<file path="src/rtl/byte_bus_arbiter_pkg.sv">
// rtl/byte_bus_arbiter_pkg.sv - shared types and constants for the byte bus arbiter
package byte_bus_pkg;

  localparam int DW_DEFAULT = 8;

  typedef enum logic [2:0] {
    ST_IDLE  = 3'b001,
    ST_OWN_A = 3'b010,
    ST_OWN_B = 3'b100
  } state_e;

  localparam logic OWNER_A = 1'b1;
  localparam logic OWNER_B = 1'b0;

endpackage

</file>
<file path="src/rtl/byte_bus_arbiter_mux.sv">
// rtl/byte_bus_arbiter_mux.sv - 8-bit 2:1 byte mux shared by both requesters
module MUX1 #(
  parameter int W = 8
) (
  input  logic [W-1:0] ina,
  input  logic [W-1:0] inb,
  input  logic         sel,
  output logic [W-1:0] y
);

  assign y = sel ? ina : inb;

endmodule

</file>
<file path="src/rtl/byte_bus_arbiter.sv">
// rtl/byte_bus_arbiter.sv - round-robin two-requester arbiter with bounded hold
// driving the shared byte mux and a registered shared bus.
module byte_bus_arbiter
  import byte_bus_pkg::*;
#(
  parameter int DW       = DW_DEFAULT,
  parameter int MAX_HOLD = 4
) (
  input  logic          clk,
  input  logic          rst,
  input  logic          req_a,
  input  logic          req_b,
  input  logic [DW-1:0] din_a,
  input  logic [DW-1:0] din_b,
  output logic          gnt_a,
  output logic          gnt_b,
  output logic          sel,
  output logic [DW-1:0] bus_out,
  output logic          bus_valid
);

  localparam logic [3:0] HOLD_LAST = 4'(MAX_HOLD - 1);

  state_e        state_q, state_d;
  logic          last_owner_q, last_owner_d;
  logic [3:0]    hold_cnt_q, hold_cnt_d;

  logic          gnt_a_q, gnt_b_q, sel_q, bus_valid_q;
  logic [DW-1:0] bus_out_q;
  logic [DW-1:0] mux_y;
  logic          capture;

  always_comb begin
    state_d      = state_q;
    last_owner_d = last_owner_q;
    hold_cnt_d   = hold_cnt_q;
    case (state_q)
      ST_IDLE: begin
        if (req_a && req_b)
          state_d = (last_owner_q == OWNER_A) ? ST_OWN_B : ST_OWN_A;
        else if (req_a)
          state_d = ST_OWN_A;
        else if (req_b)
          state_d = ST_OWN_B;
      end
      ST_OWN_A: begin
        // Release takes priority over preemption when both happen together.
        if (!req_a)
          state_d = req_b ? ST_OWN_B : ST_IDLE;
        else if (req_b && hold_cnt_q == HOLD_LAST)
          state_d = ST_OWN_B;
        else if (req_b)
          hold_cnt_d = hold_cnt_q + 4'd1;
      end
      ST_OWN_B: begin
        if (!req_b)
          state_d = req_a ? ST_OWN_A : ST_IDLE;
        else if (req_a && hold_cnt_q == HOLD_LAST)
          state_d = ST_OWN_A;
        else if (req_a)
          hold_cnt_d = hold_cnt_q + 4'd1;
      end
      default: state_d = ST_IDLE;
    endcase
    if (state_d != state_q)
      hold_cnt_d = '0;
    if (state_d == ST_OWN_A && state_q != ST_OWN_A)
      last_owner_d = OWNER_A;
    if (state_d == ST_OWN_B && state_q != ST_OWN_B)
      last_owner_d = OWNER_B;
  end

  always_ff @(posedge clk or posedge rst) begin
    if (rst) begin
      state_q      <= ST_IDLE;
      last_owner_q <= OWNER_B;
      hold_cnt_q   <= '0;
    end else begin
      state_q      <= state_d;
      last_owner_q <= last_owner_d;
      hold_cnt_q   <= hold_cnt_d;
    end
  end

  MUX1 #(.W(DW)) u_mux (
    .ina (din_a),
    .inb (din_b),
    .sel (sel_q),
    .y   (mux_y)
  );

  // A byte moves only while the current owner still asserts its request.
  assign capture = (gnt_a_q && req_a) || (gnt_b_q && req_b);

  always_ff @(posedge clk or posedge rst) begin
    if (rst) begin
      gnt_a_q     <= 1'b0;
      gnt_b_q     <= 1'b0;
      sel_q       <= 1'b0;
      bus_valid_q <= 1'b0;
      bus_out_q   <= '0;
    end else begin
      gnt_a_q     <= (state_d == ST_OWN_A);
      gnt_b_q     <= (state_d == ST_OWN_B);
      sel_q       <= (state_d == ST_OWN_A);
      bus_valid_q <= capture;
      if (capture)
        bus_out_q <= mux_y;
    end
  end

  assign gnt_a     = gnt_a_q;
  assign gnt_b     = gnt_b_q;
  assign sel       = sel_q;
  assign bus_out   = bus_out_q;
  assign bus_valid = bus_valid_q;

endmodule

</file>
<file path="config.mk">
export PLATFORM = sky130hd
export DESIGN_NAME = byte_bus_arbiter
export DESIGN_NICKNAME = d
export VERILOG_FILES = /design/src/rtl/byte_bus_arbiter_pkg.sv /design/src/rtl/byte_bus_arbiter_mux.sv /design/src/rtl/byte_bus_arbiter.sv
export SDC_FILE = /design/constraint.sdc
export NUM_CORES = 1
export LEC_CHECK = 0
export ABC_AREA = 0
export BUFFER_PORTS_ARGS = -buffer_cell sky130_fd_sc_hd__buf_4
export CELL_PAD_IN_SITES_DETAIL_PLACEMENT = 1
export CELL_PAD_IN_SITES_GLOBAL_PLACEMENT = 2
export CORE_UTILIZATION = 35
export CTS_CLUSTER_DIAMETER = 200
export DETAILED_ROUTE_END_ITERATION = 10
export HOLD_SLACK_MARGIN = 0.08
export PLACE_DENSITY = 0.86
export SLEW_MARGIN = 20
export SYNTH_ARGS = -nofsm -noshare
export SYNTH_HDL_FRONTEND = slang
export SYNTH_HIERARCHICAL = 1
export SYNTH_SLANG_ARGS = --single-unit
</file>
<file path="constraint.sdc">
create_clock -name clk -period 4.45 [get_ports clk]
set_input_delay 0.2225 -clock clk [delete_from_list [all_inputs] [get_ports clk]]
set_output_delay 0.2225 -clock clk [all_outputs]
set_load 0.01 [all_outputs]
</file>
==> impl_summary.txt <==
----------------------------------------------------
[GRT]
  Via count of the first global-routing pass ... 1029
  Met3 track utilization from global routing ... 0.0171
  GR Layer Usage met1 ... 0.207
  Global routing met2 resource utilization ... 0.306
  Total congestion overflow ... 0
  Global-route usage over all layers ... 0.173
  Maximum number of pins on one net before global-route repair ... 20
  Initial antenna violation count ... 0
  First-pass GRT wire length ... 4.64 mm
  Layer carrying the most global-route usage ... met2

[Worst setup path]
  Data required time of the critical path ... about 4700 ps
  Worst Setup End Kind ... flop
  Kind of start point of the critical path ... flop
  Maximum fanout along the worst path ... 13
  Signal arrival time at the worst endpoint ... 1960 ps
  Path type of the worst setup path ... flop to flop

[Synth]
  Count leader, synth ... sky130_fd_sc_hd__dfrtp_1
  Number of enable flip-flop cells after synthesis ... 0
  Synthesis-stage register bit count ... 19
  Multiplexer share of the synthesized area ... 0.190
  Synthesized area per cell ... 11.4 um2
  Adder-cell area share of the yosys netlist ... 0.0103
  Share of synthesized cell area in and, or, nand and nor gates ... 0.176
  Most common library cells after synthesis ... sky130_fd_sc_hd__dfrtp_1 (18), sky130_fd_sc_hd__mux2_2 (8), sky130_fd_sc_hd__mux2_4 (8)
  Post-synthesis sequential area ratio ... 0.394
  Compound-gate portion of the synthesized area ... 0.132
  Ys async rst share ... 1.00
  Mapped cell area ... 1210 um2
  Gate count after technology mapping ... 106
  Main combinational cell family by area after synthesis ... multiplexers
  Cell accounting for the most synthesized area ... sky130_fd_sc_hd__dfrtp_1
  Largest cells by area after synthesis ... sky130_fd_sc_hd__dfrtp_1 (37%), sky130_fd_sc_hd__mux2_4 (9.9%), sky130_fd_sc_hd__mux2_2 (7.4%)
  Ys flop type ... sky130_fd_sc_hd__dfrtp_1
  Synthesized-area fraction occupied by xor and xnor cells ... 0.0351
  Unique cell type count in the Yosys netlist ... between 40 and 50
  Yosys top cell area share ... 0.372
  Syn. warnings ... 6
  Nets in the synthesized netlist ... 127

[Route]
  Average detailed-routed wire length per instance ... 16.2 um
  Average vias per placed instance ... 5.27
  Total via count after detailed routing ... between 900 and 1000
  Wirelength, routed ... just under 3 mm
  DR DRC count ... 0
  Count of TritonRoute iterations in the first routing pass ... 4
  DRC marker count from the first detailed-route iteration ... 17
  Number of nets with antenna violations after routing ... 0

[CTS]
  Clock Sinks ... 19
  Post-cts repair resize count ... 0
  H-tree depth ... 1
  CTS tree ... done
  Hold-fix buffers at CTS ... 1
  Clock-pin transition on the worst setup and hold timing paths ... 110 ps
  Setup Buffers After CTS ... 0
  Clk_lat worst skew ... 310 ps
  Worst-case clock buffer depth ... 2
  Inserted Clock Buffers ... 3
  Library cell used as clock root buffer ... sky130_fd_sc_hd__clkbuf_4

[Timing]
  Final hold slack ... 177 ps
  Setup repair after global routing missed its margin ... no
  Worst relative slew slack ... 0.513
  Transition time at the pin with the least slew margin ... 729 ps
  Fmax achieved ... 0.570 GHz
  Final period demand of the worst path ... 1760 ps
  Final Worst Setup Slack ... 2690 ps
  Total Neg Setup Slack ... 0 ps
  Final hold violations ... 0
  Final-report setup violation count ... 0
  Worst Clk Skew ... between 4 and 5 ps
  Portion of the clock cycle consumed by the worst path in the final layout ... 0.395
  Fin. max-slew vios ... 0

[Final layout]
  Net total in the final layout ... between 150 and 200
  Design area ... 1480 um2
  Layout Utilization ... 0.467
  Area overhead of the layout relative to synthesis ... 22.4%
  Fraction of final layout cells with drive strength greater than 1 ... 0.478
  Ant diodes ... 0

[Power and ir drop]
  Leakage power ... 0.000662 uW
  Pwr per Cell Area ... 609 nW/um2
  Worst VDD drop ... around 0.23 mV

[Job]
  Number of maximum-capacitance violations ... 0

[Placed design]
  Half-perimeter wire length of the detailed placement result ... 2.17 mm
  Gpl congestion ... 0.797
  Minimum setup slack after placement ... between 2000 and 3000 ps
  # port buffers ... 31
  Area after DPL ... 1450 um2

[Worst hold path]
  Worst min path class ... input pin to flop

[Floorplan]
  Number of top-level pins ... 32
  Placeable core region ... 3180 um2
  DIE WIDTH ... 60.8 um
  Total Die Area ... 3700 um2
  DIE HEIGHT ... 60.8 um
  Standard-cell rows ... 20
  Effective utilization at floorplan ... 0.381

[Outcome]
  Result of the run ... finished, final reports clean

----------------------------------------------------
## kinds of logic after synthesis
group / count (synthesis)
muxes: 18
xor gates and xnor gates: 4
AOI/OAI and AO/OA: 22
buffers and inverters: 12
adders and majority gates: 1
DFF: 19
and+or+nand+nor: 30
## per-layer routing
metal | up-vias | share of wire
met4 | 0 | 0.017
met3 | 5 | 0.057
met5 | - | 0
met2 | 35 | 0.50
li1 | 443 | -
met1 | 465 | 0.42
## critical path: stages, from the launching register on
cell and delay [ps]:
sky130_fd_sc_hd__dfrtp_1 670, sky130_fd_sc_hd__or3b_4 470, sky130_fd_sc_hd__nor2_4 100, sky130_fd_sc_hd__o311ai_2 120
sky130_fd_sc_hd__nor4_1 290
## state kept, by name (all words and copies together), names as in the netlist
| register | cells |
|---|---|
| bus_out | 8 |
| hold_cnt_q | 4 |
| state_q | 3 |
| bus_valid | 1 |
| gnt_b | 1 |
| last_owner_q | 1 |
| sel | 1 |
## through the flow
stage | total power (uW) | std cells
floorplan | 674 | 106
global placement | 793 | 175
detailed placement | 813 | 175
CTS | 911 | 180
global route | 966 | 180
finish | 903 | 180
## area by class of cell
type / count / area (um2)
Fill cell: 383 / 1700
Clock buffer: 3 / 22.5
Timing Repair Buffer: 32 / 243
Multi-Input combinational cell: 75 / 658
Clock inverter: 1 / 5.00
Sequential cell: 19 / 477
Inverter: 6 / 22.5
Tap cell: 44 / 55.1
## path summary, 6_finish.rpt
check | start | to | slack (ps) | depth (start not counted)
worst max register to register | state_q[2] | hold_cnt_q[1] | 2690 | 4
worst min register to register | bus_out[6] | bus_out[6] | 530 | 1
max in group asynchronous | rst | bus_out[1] | 3400 | 3
worst min-delay path | req_a | state_q[0] | 180 | 2
min in group asynchronous | rst | bus_out[7] | 590 | 3
worst max-delay path | state_q[2] | hold_cnt_q[1] | 2690 | 4
## layout by cell type (no fill, tap or decap), types with 2 or more instances in the layout
cell type	netlist	layout
sky130_fd_sc_hd__buf_4	2	31
sky130_fd_sc_hd__dfrtp_1	18	18
sky130_fd_sc_hd__mux2_2	8	8
sky130_fd_sc_hd__mux2_4	8	8
sky130_fd_sc_hd__inv_1	6	6
sky130_fd_sc_hd__o21ai_0	6	6
sky130_fd_sc_hd__nand2b_1	4	4
sky130_fd_sc_hd__a21oi_1	4	4
sky130_fd_sc_hd__nor4_1	4	4
sky130_fd_sc_hd__nor2_1	3	3
sky130_fd_sc_hd__xnor2_1	3	3
sky130_fd_sc_hd__clkbuf_4	0	3
sky130_fd_sc_hd__o22ai_1	2	2
sky130_fd_sc_hd__nand2_1	2	2
sky130_fd_sc_hd__and2b_1	2	2
sky130_fd_sc_hd__and2b_2	2	2
sky130_fd_sc_hd__nor3_2	2	2
sky130_fd_sc_hd__nand3_1	2	2
sky130_fd_sc_hd__mux2i_1	2	2
sky130_fd_sc_hd__and3_1	2	2
## report_power, final
part	total (uW)	internal (uW)	leakage, uW	switching, uW
logic	469	263	0.000405	205
registers	343	245	0.000238	98.1
clock network	90.7	33.6	0.0000177	57.1
Power figures use the tool's default switching activity.
